File: src/rtl/dout_trace_buffer.sv
// Capture FIFO behind the datapath Dout: samples results under cap_en, buffers
// them for a slower valid/ready consumer, and counts every sample it loses.
module dout_trace_buffer #(
    parameter int WIDTH     = 32,
    parameter int DEPTH     = 16,
    parameter int AW        = 4,
    parameter bit CHG_ONLY  = 1'b0,
    parameter bit OVERWRITE = 1'b0
) (
    input  logic             clock,
    input  logic             Reset,
    input  logic             cap_en,
    input  logic [WIDTH-1:0] din,
    input  logic             clear,
    input  logic             rd_ready,
    output logic             rd_valid,
    output logic [WIDTH-1:0] rd_data,
    output logic [AW:0]      count,
    output logic             full,
    output logic             empty,
    output logic [15:0]      ovf_cnt
);

    localparam logic [AW:0] FULL_CNT = (AW+1)'(DEPTH);

    logic [WIDTH-1:0] mem [DEPTH];
    logic [AW-1:0]    wp;
    logic [AW-1:0]    rp;
    logic [AW:0]      cnt_q;
    logic             first;
    logic [WIDTH-1:0] last;

    logic qual;
    logic pop;
    logic store;
    logic overwrite_oldest;
    logic lost;
    logic flush;

    assign flush = Reset | clear;

    assign count    = cnt_q;
    assign empty    = (cnt_q == '0);
    assign full     = (cnt_q == FULL_CNT);
    assign rd_valid = !empty;
    assign rd_data  = empty ? '0 : mem[rp];

    // A full buffer still accepts a sample when the consumer frees a slot in
    // the same cycle; otherwise the policy decides who is lost.
    always_comb begin
        qual             = cap_en & (!CHG_ONLY | first | (din != last));
        pop              = rd_valid & rd_ready;
        store            = 1'b0;
        overwrite_oldest = 1'b0;
        lost             = 1'b0;
        if (qual) begin
            if (!full || pop) begin
                store = 1'b1;
            end else begin
                lost = 1'b1;
                if (OVERWRITE) begin
                    store            = 1'b1;
                    overwrite_oldest = 1'b1;
                end
            end
        end
    end

    // Storage is deliberately left unreset; only pointers and count matter.
    always_ff @(posedge clock) begin
        if (!flush && store) begin
            mem[wp] <= din;
        end
    end

    always_ff @(posedge clock) begin
        if (flush) begin
            wp      <= '0;
            rp      <= '0;
            cnt_q   <= '0;
            ovf_cnt <= '0;
            first   <= 1'b1;
            last    <= '0;
        end else begin
            if (store) begin
                wp <= wp + AW'(1);
            end
            if (pop || overwrite_oldest) begin
                rp <= rp + AW'(1);
            end
            if (store && !pop && !overwrite_oldest) begin
                cnt_q <= cnt_q + 1'b1;
            end else if (pop && !store) begin
                cnt_q <= cnt_q - 1'b1;
            end
            if (lost && (ovf_cnt != 16'hFFFF)) begin
                ovf_cnt <= ovf_cnt + 16'd1;
            end
            // The change filter tracks every qualified sample, even dropped ones.
            if (qual) begin
                first <= 1'b0;
                last  <= din;
            end
        end
    end

endmodule

File: config.mk
export PLATFORM = sky130hd
export DESIGN_NAME = dout_trace_buffer
export DESIGN_NICKNAME = d
export VERILOG_FILES = /design/src/rtl/dout_trace_buffer.sv
export SDC_FILE = /design/constraint.sdc
export NUM_CORES = 1
export LEC_CHECK = 0
export CAP_MARGIN = 10
export CELL_PAD_IN_SITES_DETAIL_PLACEMENT = 0
export CELL_PAD_IN_SITES_GLOBAL_PLACEMENT = 1
export CORE_ASPECT_RATIO = 0.8
export CORE_MARGIN = 1.5
export CORE_UTILIZATION = 40
export DETAILED_ROUTE_END_ITERATION = 8
export DONT_BUFFER_PORTS = 1
export PLACE_DENSITY = 0.6
export SLEW_MARGIN = 0
export SYNTH_ARGS = -nofsm -noshare
export SYNTH_HDL_FRONTEND = slang
export SYNTH_SLANG_ARGS = --single-unit
File: constraint.sdc
create_clock -name clock -period 16 [get_ports clock]
set_clock_uncertainty 0.2 [all_clocks]
set_input_delay 3.2 -clock clock [delete_from_list [all_inputs] [get_ports clock]]
set_output_delay 3.2 -clock clock [all_outputs]
set_load 0.01 [all_outputs]
Yosys cells after proc, flatten, opt, wreduce, memory -nomap -nowiden
Memories as Yosys holds them, arrays and structs flattened. A register that Yosys moved wholly into a read port is not among the register bits.
Index checks and enable logic that the tools add are counted.

operators by class
  bitwise operators = 2
  add/sub/neg operators = 5
  reductions and logical operators = 12
  equality and inequality tests = 2
  muxes and demuxes = 11

operators by type and width
  operator                                          count
  2-to-1 mux 32 bit                                 1
  adder 16 x 1 -> 16 bit, second input constant     1
  != test 16 bit, second input constant             1
  2-to-1 mux 5 bit                                  2
  adder 4 x 1 -> 4 bit, second input constant       2
  2-to-1 mux 4 bit                                  2
  2-to-1 mux 1 bit                                  6
  adder 5 x 1 -> 5 bit, second input constant       1
  equality test 5 bit, second input constant        1
  zero test 1 bit                                   5
  zero test 5 bit                                   1
  subtractor 5 x 1 -> 5 bit, second input constant  1
  logical AND 1 bit                                 4
  nonzero test 2 bit                                1
  AND 1 bit                                         1
  logical OR 1 bit                                  1
  OR 1 bit                                          1

word-level totals
  memories = 1
  memory bits (writable) = 512
  logic and storage cells = 37
  register bits after elaboration = 29

memory list
  memory  words  width  read ports  clocked after memory_dff  write ports  line  source
  mem     16     32     1           1                         1            26    logic [WIDTH-1:0] mem [DEPTH];

Depth between registers and ports, before layout
Gate-level depths: netlist of run 1.

  word-level depth = 10
  mapped depth = 11

Worst setup path after synthesis of run 1
Ideal clock, no wire load.

  kind = in2reg
  start = input rd_ready
  end = memory mem[10][0] (enable)
  path buffers = 0
  stages = 3
  data required time = 15299 ps
  library setup time = 501 ps
  setup slack = 8747 ps
  arrival time = 6551 ps
  path through = nand2b_1 > o21ai_4 > nor4_1

on the way
  word-level cells in the longest chain between the ends = 7

ends and longest elaborated chain
  item                                    line  source
  start, declared                         15    input logic rd_ready,
  AND 1 bit                               52    pop = rd_valid & rd_ready;
  logical OR 1 bit                        57    if (!full || pop) begin
  2-to-1 mux 1 bit                        57
  2-to-1 mux 1 bit                        56    if (qual) begin
  logical AND 1 bit                       71    if (!flush && store) begin
  2-to-1 mux 1 bit                        71
  2-to-1 mux 1 bit (implied by the code)  72    mem[wp] <= din;
  end, declared                           26

Every way passes these cells.

==> metrics, run 1 <==
DR pass1 iterations=5; average routed wire per standard cell=26.75 um; critical path cell sequence=buf_4 > buf_4 > mux4_2 > mux2i_1 > o22ai_1; XOR/XNOR Fraction of Synth Area=0.2893%; Max-cap violations=0; Switching Power=0.6613 mW; number of DRC markers in iteration 0=817; clock sink count=545; largest incremental delay on the critical path=0.68 ns; cells resized by post-CTS repair=0; total wirelength of the detailed-routed design=47.08 mm; area inside the core boundary=0.05236 sq mm; area overhead of the layout relative to synthesis=12.52%; cells after synthesis=997; largest net degree at the start of global routing=55; clock root buffer=sky130_fd_sc_hd__clkbuf_16; largest cells by area after synthesis=sky130_fd_sc_hd__edfxtp_1 (73%), sky130_fd_sc_hd__mux4_2 (14%), sky130_fd_sc_hd__mux2i_1 (3.3%); run status=complete, no violations; Internal Pwr Total=2.379 mW; clock network power share=41.3%; start of the worst register-to-register path=count[0]; final antenna-violating net count=0; Crit Path Max Fanout=33; placed cells=1,663; area occupied by multi-input gates=0.004961 sq mm; post-synthesis area per instance=21.26 sq um; Sequential cell area=0.01605 sq mm; post-CTS setup buffer count=0; Hold Startpoint=wp[1]; Synth Area in Simple Gates=2.645%; Setup Viol. Count Final=0; post-synthesis compound-gate area fraction=2.420%; RSZ-0062 raised after global routing=false; multiplexer share of the synthesized area=16.91%; number of antenna diodes=0; worst path required time=12.60 ns; Slew Limit Fails=0; total of warnings raised by yosys=0; cell with the most instances on the worst path=sky130_fd_sc_hd__buf_4; number of buffers and inverters on the critical path=2; distinct cell type count after synthesis=55; measured slew at the worst slew-check pin=1.213 ns; grt total ovfl=0; switching fraction of total power=21.75%; H-tree level count=2; worst hold slack after final layout=0.3221 ns; Synth Register Bits=545; average vias per placed instance=5.594; Fin Setup TNS=0 ns; number of antenna violations at the first check in global routing=0; TritonCTS clock tree=built; endpoints failing hold=0; Clk Latency, worst-skew pair=0.59 ns; area enclosed by the die boundary=0.05438 sq mm; crit path capture type=primary output; Critical Setup Path Class=reg -> out; Post-Syn Nets=1,045; Hold WC Path Type=reg -> reg; clock slew seen by the registers of the worst setup and hold paths=0.06 ns; Leakage Power=7.072 nW; number of buffers on the longest clock path=3; combinational share of power=6.8%; biggest area consumer among synthesized cells=sky130_fd_sc_hd__edfxtp_1; Post-Synthesis Cell Area=0.02119 sq mm; commonest non-fill, non-tap cell in the layout=sky130_fd_sc_hd__edfxtp_1; total power=3.040 mW; via count of the first global-routing pass=10,180; post-detailed-placement half-perimeter wirelength=23.64 mm; type of element launching the critical path=flip-flop; sequential power share=51.9%; # IOs=93; Remaining DRCs=0; dominant synthesized flop cell=sky130_fd_sc_hd__edfxtp_1; power density over the cells=127.5 mW/mm^2; Arr. time, crit path=3.71 ns; all-layer global routing usage=17.74%; first-pass GRT wire length=69.61 mm; minimum clock period=7.112 ns; ys async rst share=0%; Peak VDD IR=84.62 uV; total via count after detailed routing=9,845; effective utilization at floorplan=40.48%; combinational family with the most area after synthesis=multiplexers; Layout Cells excl Fill=1,760; die span in y=208.9 um; largest delay contributor family on the critical path=buffers and inverters; highest-count cells in the layout ignoring fill and taps=sky130_fd_sc_hd__edfxtp_1 (512), sky130_fd_sc_hd__mux4_2 (128), sky130_fd_sc_hd__mux2i_1 (70); final worst-path cycle share=44.45%; port bufs=0; number of enable-type register cells in the synthesized netlist=512; sequential area share after synthesis=75.66%; number of buffers created by CTS=53; headroom to the max-slew limit=19.12%; number of buffers added to fix hold violations after cts=0; share of layout cells above drive strength 1=24.46%; critical path's slowest cell=sky130_fd_sc_hd__buf_4; number of standard-cell rows in the floorplan=75; post-synthesis adder-cell area fraction=0.6848%; Routability Congestion=0.7344; upper clock frequency limit=140.6 MHz; Fill cells=4,407; horizontal die dimension=260.4 um; layout net count=1,073; share of the synthesized area in the top cell type=72.54%
-- power by group through the flow --
stage | registers (mW) | logic, mW | clock network [mW]
final | 1.58 | 0.206 | 1.26
after global routing | 1.58 | 0.223 | 1.34
after CTS | 1.58 | 0.213 | 1.29
after detailed placement | 1.61 | 0.213 | 0
after global placement | 1.61 | 0.211 | 0
after floorplan | 1.60 | 0.168 | 0
-- worst register-to-register path, stage by stage, from the launching register on --
cell                      delay (ns)
sky130_fd_sc_hd__dfxtp_1        0.43
sky130_fd_sc_hd__or4_1          0.79
sky130_fd_sc_hd__o21ai_4        0.37
sky130_fd_sc_hd__inv_2          0.15
sky130_fd_sc_hd__ha_1           0.24
sky130_fd_sc_hd__inv_1          0.15
sky130_fd_sc_hd__ha_1           0.29
sky130_fd_sc_hd__a21o_1         0.19
sky130_fd_sc_hd__a21oi_1        0.16
sky130_fd_sc_hd__mux2i_1        0.23
sky130_fd_sc_hd__mux2i_1        0.19
-- state kept, by name, indices dropped and copies added (netlist names), named ones only --
| signal | flops |
|---|---|
| count | 5 |
| mem | 512 |
| wp | 4 |
| ovf_cnt | 16 |
| rp | 4 |
-- stage by stage --
stage                     instance area, sq um  setup slack [ns]  utilization (%)
after floorplan                          21190             8.747                -
after global placement                   22110             9.396            42.22
after detailed placement                 22110             9.360            42.22
after CTS                                23850             8.697            45.54
after global routing                     23850             8.534            45.54
final                                    23850             8.888            45.54
-- synth_stat cells (2+ instances only) --
master / instances
sky130_fd_sc_hd__inv_1: 9
sky130_fd_sc_hd__o211ai_1: 2
sky130_fd_sc_hd__nand2_1: 11
sky130_fd_sc_hd__o21ai_2: 2
sky130_fd_sc_hd__mux2i_1: 70
sky130_fd_sc_hd__xor2_1: 5
sky130_fd_sc_hd__or3_1: 6
sky130_fd_sc_hd__edfxtp_1: 512
sky130_fd_sc_hd__and4_1: 2
sky130_fd_sc_hd__nor4_1: 6
sky130_fd_sc_hd__and4_2: 2
sky130_fd_sc_hd__clkbuf_1: 22
sky130_fd_sc_hd__nand4_1: 7
sky130_fd_sc_hd__a21oi_1: 15
sky130_fd_sc_hd__ha_1: 10
sky130_fd_sc_hd__o21ai_0: 3
sky130_fd_sc_hd__nor3_1: 2
sky130_fd_sc_hd__or4_1: 8
sky130_fd_sc_hd__o21a_1: 7
sky130_fd_sc_hd__dfxtp_1: 33
sky130_fd_sc_hd__xnor2_1: 2
sky130_fd_sc_hd__nand3_1: 8
sky130_fd_sc_hd__mux4_2: 128
sky130_fd_sc_hd__buf_4: 4
sky130_fd_sc_hd__o22ai_1: 32
sky130_fd_sc_hd__and3_1: 6
sky130_fd_sc_hd__nor2_1: 25
sky130_fd_sc_hd__o31ai_1: 8
sky130_fd_sc_hd__buf_1: 4
sky130_fd_sc_hd__buf_2: 21
-- layout make-up --
cell class | count | share of cell area [%]
multi-input combinational | 389 | 20.80
tap | 693 | 3.636
clock buffer | 69 | 5.902
inverter | 10 | 0.1574
sequential | 545 | 67.29
timing repair buffer | 26 | 0.8185
clock inverter | 28 | 1.396
-- worst paths after layout --
| path | end | slack [ns] | depth (start not counted) |
|---|---|---|---|
| min | wp[1] | 0.32 | 2 |
| min reg2reg | wp[1] | 0.32 | 2 |
| max reg2reg | count[4] | 12.54 | 10 |
| max | rd_data[20] | 8.89 | 5 |
-- metal layers --
| metal | global-route usage [%] | share of wire [%] | vias up |
|---|---|---|---|
| met5 | 0 | 0 | - |
| met2 | 28.02 | 47 | 217 |
| met3 | 3.530 | 5.5 | 47 |
| met4 | 4.305 | 1.4 | 0 |
| met1 | 25.42 | 46 | 5334 |
| li1 | - | - | 4247 |
-- logic make-up after synthesis --
group | Yosys count
flip-flops | 545
multiplexers | 198
AND/OR/NAND/NOR | 96
AO/OA/AOI/OAI | 77
buffers and inverters | 63
adder cells (fa/ha/maj) | 11
XOR/XNOR | 7
No activity file was read; power rests on OpenSTA's default activity.
==> inputs of run 2 (changes only) <==
==> constraint.sdc (replaced) <==
create_clock -name clock -period 7.3 [get_ports clock]
set_clock_uncertainty 0.2 [all_clocks]
set_input_delay 1.46 -clock clock [delete_from_list [all_inputs] [get_ports clock]]
set_output_delay 1.46 -clock clock [all_outputs]
set_load 0.01 [all_outputs]
==> run 2 against run 1 <==
  * Critical path depth fell by 1
  * Hold slack improved by 0.0084 ns
  * Global-route usage fell by 0.80 points
  * Sequential cell count did not move
  * Core utilization fell by 0.22 points
  * Final cell count fell by 0.23%
  * Via count fell by 1.6%
  * Worst setup slack got worse by 6.4 ns
  * Clock power rose by 100%
  * Register-to-register slack got worse by 8.7 ns
  * Sequential share of layout area rose by 0.33 points
  * Non-clock buffer count fell by 2
  * Largest cell class unchanged
==> metrics, run 2 (synthesized netlist as in run 1, its figures left out) <==
clock sink count=545; grt total ovfl=0; Worst Hold Depth=2; crit path capture type=primary output; number of DRC markers in iteration 0=696; die span in y=208.9 um; type of element launching the critical path=flip-flop; switching fraction of total power=21.99%; area inside the core boundary=0.05236 sq mm; number of buffers on the longest clock path=3; post-CTS setup buffer count=0; Remaining DRCs=0; via count of the first global-routing pass=10,090; upper clock frequency limit=206.1 MHz; clock slew seen by the registers of the worst setup and hold paths=0.06 ns; horizontal die dimension=260.4 um; Fill cells=4,441; run status=complete, no violations; Clk Latency, worst-skew pair=0.59 ns; average vias per placed instance=5.515; combinational share of power=6.7%; measured slew at the worst slew-check pin=1.143 ns; endpoints failing hold=0; largest incremental delay on the critical path=0.78 ns; Arr. time, crit path=3.19 ns; clock network power share=39.3%; effective utilization at floorplan=40.48%; Hold WC Path Type=reg -> reg; worst hold slack after final layout=0.3305 ns; Critical Setup Path Class=reg -> out; number of buffers created by CTS=54; clock root buffer=sky130_fd_sc_hd__clkbuf_16; area occupied by multi-input gates=0.004961 sq mm; number of antenna diodes=0; number of buffers added to fix hold violations after cts=0; port bufs=0; number of standard-cell rows in the floorplan=75; capture instance of the worst register-to-register path=count[4]; Fin Setup TNS=0 ns; number of buffers and inverters on the critical path=0; largest net degree at the start of global routing=71; # IOs=93; final antenna-violating net count=0; worst-case register-to-register setup slack=3.80 ns; Peak VDD IR=196.4 uV; first-pass GRT wire length=67.73 mm; worst path required time=5.64 ns; Setup Viol. Count Final=0; top register by number of flip-flops=mem; power density over the cells=270.6 mW/mm^2; largest delay contributor family on the critical path=simple AND/OR/NAND/NOR gates; critical path launch point=count[0]; total via count after detailed routing=9,684; all-layer global routing usage=16.94%; average routed wire per standard cell=25.46 um; DR pass1 iterations=5; critical path cell sequence=or4_1 > nor2_4 > or2_2 > o22ai_1; share of layout cells above drive strength 1=24.18%; minimum clock period=4.853 ns; Switching Power=1.412 mW; Routability Congestion=0.7583; post-detailed-placement half-perimeter wirelength=23.81 mm; final worst-path cycle share=66.48%; highest-count cells in the layout ignoring fill and taps=sky130_fd_sc_hd__edfxtp_1 (512), sky130_fd_sc_hd__mux4_2 (128), sky130_fd_sc_hd__mux2i_1 (70); cells resized by post-CTS repair=0; H-tree level count=2; Register-to-Register Path Depth=10; layout net count=1,072; area overhead of the layout relative to synthesis=11.97%; TritonCTS clock tree=built; Crit Path Max Fanout=32; Leakage Power=7.006 nW; headroom to the max-slew limit=23.77%; area enclosed by the die boundary=0.05438 sq mm; end point of the critical path=rd_data[26]; critical path's slowest cell=sky130_fd_sc_hd__or4_1; number of antenna violations at the first check in global routing=0; max reg flops=512; start of the worst register-to-register path=count[0]; Internal Pwr Total=5.009 mW; commonest non-fill, non-tap cell in the layout=sky130_fd_sc_hd__edfxtp_1; Sequential cell area=0.01605 sq mm; Slew Limit Fails=0; sequential power share=54.0%; Worst path depth=4; total wirelength of the detailed-routed design=44.71 mm; Max-cap violations=0; RSZ-0062 raised after global routing=false
## run 2: cell count changes in the layout (fill, tap and decap cells not counted), sizes merged
cell,before,now
clkinv,19,29
clkinvlp,0,1
buf,26,24
bufinv,7,1
inv,12,11
clkbuf,69,63
## run 2: how the worst min path moves through the flow
stage                from     to  slack [ns]
detailed placement  wp[1]  wp[1]        0.32
global placement    wp[1]  wp[1]        0.31
floorplan           wp[1]  wp[1]        0.27
global route        wp[1]  wp[1]        0.37
CTS                 wp[1]  wp[1]        0.33
finish              wp[1]  wp[1]        0.33
## run 2: power groups by stage
stage / Sequential [mW] / Clock [mW] / Combinational (mW)
after floorplan: 3.51 / 0 / 0.369
after global placement: 3.53 / 0 / 0.440
after detailed placement: 3.53 / 0 / 0.445
after CTS: 3.47 / 2.60 / 0.445
after global routing: 3.47 / 2.71 / 0.472
final: 3.46 / 2.53 / 0.431
## run 2: through the flow
step	worst slack (ns)	area, sq um	std cells	util (%)	total power, mW
CTS	2.345	23700	1755	45.27	6.514
global route	2.198	23730	1756	45.32	6.655
floorplan	1.787	21190	997	-	3.879
global placement	3.029	22100	1659	42.21	3.972
finish	2.447	23730	1756	45.32	6.422
detailed placement	3.002	22120	1660	42.25	3.977
## run 2: routing by layer
layer	global-route usage, %	vias up	share of wire (%)
met5	0	-	0
li1	-	4247	-
met4	4.525	0	1.7
met3	3.263	49	4.0
met1	24.51	5234	47
met2	26.39	154	47
## run 2: layout make-up
| type | count | area share (%) |
|---|---|---|
| flip-flops and latches | 545 | 67.62 |
| multi-input cells | 389 | 20.90 |
| clock buffers | 63 | 5.926 |
| well taps | 693 | 3.654 |
| repair buffers | 24 | 1.002 |
| clock inverters | 32 | 0.7381 |
| inverters | 10 | 0.1582 |
## run 2: worst min-delay path, stage by stage (launching register included)
cell and delay (ns):
sky130_fd_sc_hd__dfxtp_1 0.36, sky130_fd_sc_hd__nand2_1 0.07, sky130_fd_sc_hd__a21oi_1 0.05
==> inputs of run 3 (changes only) <==
--- a/config.mk
+++ b/config.mk
@@ -5,6 +5,7 @@
 export SDC_FILE = /design/constraint.sdc
 export NUM_CORES = 1
 export LEC_CHECK = 0
+export ABC_AREA = 1
 export CAP_MARGIN = 10
 export CELL_PAD_IN_SITES_DETAIL_PLACEMENT = 0
 export CELL_PAD_IN_SITES_GLOBAL_PLACEMENT = 1
@@ -13,7 +14,7 @@
 export CORE_UTILIZATION = 40
 export DETAILED_ROUTE_END_ITERATION = 8
 export DONT_BUFFER_PORTS = 1
-export PLACE_DENSITY = 0.6
+export PLACE_DENSITY = 0.64
 export SLEW_MARGIN = 0
 export SYNTH_ARGS = -nofsm -noshare
 export SYNTH_HDL_FRONTEND = slang
==> constraint.sdc (replaced) <==
create_clock -name clock -period 4.7 [get_ports clock]
set_clock_uncertainty 0.2 [all_clocks]
set_input_delay 0.94 -clock clock [delete_from_list [all_inputs] [get_ports clock]]
set_output_delay 0.94 -clock clock [all_outputs]
set_load 0.01 [all_outputs]
==> run 3 against run 2 <==
  * Core utilization is 0.055 points lower
  * Synthesized cell count is 97% higher
  * Synthesized area is 5.5% higher
  * Power is 62% higher
  * Sequential cell count stayed put
  * Via count is 47% higher
  * Largest power group unchanged
  * Hold slack worse by 0.11 ns
  * Sequential power is 55% higher
  * Die area is 5.4% higher
  * Critical endpoint is now rd_data[14]
  * Global-route usage is 3.7 points higher
  * Largest cell class unchanged
  * Combinational power is 87% higher
==> metrics, run 3 <==
run status=complete, no violations; Register-to-Register Path Depth=14; sequential power share=51.3%; hold endpoint=mem[3][20]; combinational share of power=7.7%; Fill cells=5,029; switching fraction of total power=23.69%; type of element launching the critical path=flip-flop; Sequential cell area=0.01605 sq mm; DR pass1 iterations=5; TritonCTS clock tree=built; Worst Hold Depth=0; endpoints failing hold=0; clock network power share=40.9%; post-synthesis area per instance=11.35 sq um; worst path required time=3.56 ns; die span in y=214.5 um; final antenna-violating net count=0; Post-Syn Nets=2,017; critical path cell sequence=buf_12 > nand2_1 > nand3_1 > nand3_1 > nand2_1 > nand2_1 > a21oi_1; Post-Synthesis Cell Area=0.02236 sq mm; post-CTS setup buffer count=0; Arr. time, crit path=2.84 ns; largest cells by area after synthesis=sky130_fd_sc_hd__edfxtp_1 (69%), sky130_fd_sc_hd__nand2_1 (12%), sky130_fd_sc_hd__nand3_1 (9.1%); Leakage Power=8.763 nW; all-layer global routing usage=20.64%; Max-cap violations=0; area overhead of the layout relative to synthesis=11.78%; Fin Setup TNS=0 ns; power density over the cells=417.2 mW/mm^2; Peak VDD IR=265.7 uV; largest incremental delay on the critical path=0.57 ns; Clk Latency, worst-skew pair=0.60 ns; Layout Cells excl Fill=2,751; number of buffers and inverters on the critical path=1; cell with the most instances on the worst path=sky130_fd_sc_hd__nand2_1; post-synthesis adder-cell area fraction=0.6492%; Slew Limit Fails=0; sequential area share after synthesis=71.73%; Internal Pwr Total=7.956 mW; total power=10.43 mW; worst hold slack after final layout=0.2253 ns; crit path capture type=primary output; post-detailed-placement half-perimeter wirelength=29.60 mm; via count of the first global-routing pass=14,080; area enclosed by the die boundary=0.05732 sq mm; share of layout cells above drive strength 1=8.450%; horizontal die dimension=267.3 um; Setup Viol. Count Final=0; Crit Path Max Fanout=200; area inside the core boundary=0.05520 sq mm; cells resized by post-CTS repair=0; distinct cell type count after synthesis=27; total via count after detailed routing=14,260; largest net degree at the start of global routing=201; start of the worst register-to-register path=count[3]; effective utilization at floorplan=40.50%; capture instance of the worst register-to-register path=count[4]; Remaining DRCs=0; first-pass GRT wire length=88.69 mm; biggest area consumer among synthesized cells=sky130_fd_sc_hd__edfxtp_1; grt total ovfl=0; Hold Startpoint=din[20]; total of warnings raised by yosys=0; number of standard-cell rows in the floorplan=77; measured slew at the worst slew-check pin=1.136 ns; ys async rst share=0%; multiplexer share of the synthesized area=0%; share of the synthesized area in the top cell type=68.77%; XOR/XNOR Fraction of Synth Area=0.4310%; number of antenna violations at the first check in global routing=0; H-tree level count=2; number of buffers on the longest clock path=3; headroom to the max-slew limit=24.29%; Synth Area in Simple Gates=22.35%; minimum clock period=3.980 ns; top register by number of flip-flops=mem; area occupied by multi-input gates=0.005723 sq mm; combinational family with the most area after synthesis=simple AND/OR/NAND/NOR gates; RSZ-0062 raised after global routing=false; upper clock frequency limit=251.3 MHz; largest delay contributor family on the critical path=buffers and inverters; clock slew seen by the registers of the worst setup and hold paths=0.06 ns; commonest cells in the netlist=sky130_fd_sc_hd__nand2_1 (713), sky130_fd_sc_hd__edfxtp_1 (512), sky130_fd_sc_hd__nand3_1 (405); final worst-path cycle share=84.68%; average routed wire per standard cell=21.08 um; port bufs=0; total wirelength of the detailed-routed design=57.98 mm; Design Area, Final=0.02499 sq mm; post-synthesis compound-gate area fraction=1.769%; Critical Setup Path Class=reg -> out; placed cell areas=0.02325 sq mm; number of DRC markers in iteration 0=1,223; dominant synthesized flop cell=sky130_fd_sc_hd__edfxtp_1; highest-count cells in the layout ignoring fill and taps=sky130_fd_sc_hd__nand2_1 (713), sky130_fd_sc_hd__edfxtp_1 (512), sky130_fd_sc_hd__nand3_1 (405); Switching Power=2.470 mW; Synth Register Bits=545; placed cells=2,648; # IOs=93; clock root buffer=sky130_fd_sc_hd__clkbuf_16; clock sink count=545; number of buffers created by CTS=56; number of buffers added to fix hold violations after cts=0; layout net count=2,004; number of enable-type register cells in the synthesized netlist=512; commonest non-fill, non-tap cell in the layout=sky130_fd_sc_hd__nand2_1; Routability Congestion=0.7574; critical path's slowest cell=sky130_fd_sc_hd__buf_12; top-count cell post-synth=sky130_fd_sc_hd__nand2_1; worst-case register-to-register setup slack=1.71 ns; max reg flops=512; average vias per placed instance=5.182; Hold WC Path Type=in -> reg; cells after synthesis=1,969
==> run 3: kinds of logic after synthesis <==
| kind of cell | Yosys count |
|---|---|
| adders and majority gates | 11 |
| xor gates and xnor gates | 11 |
| DFF | 545 |
| and+or+nand+nor | 1181 |
| buffers and inverters | 150 |
| AOI/OAI and AO/OA | 71 |
==> run 3: layer usage <==
layer	GRT usage, %	share of wire, %	up-vias
met5	0	0	-
met4	5.644	2.3	0
met3	3.675	5.1	90
met2	32.49	46	253
met1	29.42	47	7078
li1	-	-	6836
==> run 3: how the worst max path moves through the flow <==
stage,startpoint,to,cells past startpoint
2_1_floorplan,rd_ready,mem[0][0],6
3_3_place_gp,rd_ready,count[4],14
3_5_place_dp,rd_ready,count[4],14
4_1_cts,flip-flop,rd_data[3],8
5_1_grt,flip-flop,rd_data[3],8
6_report,flip-flop,rd_data[14],7
==> run 3: worst reg2reg max path, delay by kind of cell, from the launching register on <==
kind,cells,cell delay (ns)
AND/OR/NAND/NOR,8,1.27
adder cells (fa/ha/maj),2,0.56
flip-flops,1,0.39
buffers and inverters,2,0.30
AO/OA/AOI/OAI,2,0.18
==> run 3: cell type report <==
| class | instances | area share [%] |
|---|---|---|
| flip-flops and latches | 545 | 64.22 |
| clock inverters | 30 | 0.8963 |
| well taps | 750 | 3.755 |
| repair buffers | 42 | 1.562 |
| clock buffers | 72 | 6.058 |
| diodes | 1 | 0.01001 |
| multi-input cells | 1274 | 22.90 |
| inverters | 37 | 0.5958 |
==> run 3: power groups by stage <==
| stage | logic [mW] | registers [mW] | clock network [mW] |
|---|---|---|---|
| 2_1_floorplan | 0.580 | 5.45 | 0 |
| 3_3_place_gp | 0.816 | 5.45 | 0 |
| 3_5_place_dp | 0.817 | 5.45 | 0 |
| 4_1_cts | 0.820 | 5.35 | 4.37 |
| 5_1_grt | 0.906 | 5.35 | 4.56 |
| 6_report | 0.808 | 5.35 | 4.27 |
==> run 3: per-stage QoR <==
| step | util, % | setup slack [ns] |
|---|---|---|
| 2_1_floorplan | - | 0.3999 |
| 3_3_place_gp | 42.11 | 1.361 |
| 3_5_place_dp | 42.11 | 1.349 |
| 4_1_cts | 45.26 | 0.7156 |
| 5_1_grt | 45.26 | 0.5466 |
| 6_report | 45.27 | 0.7201 |
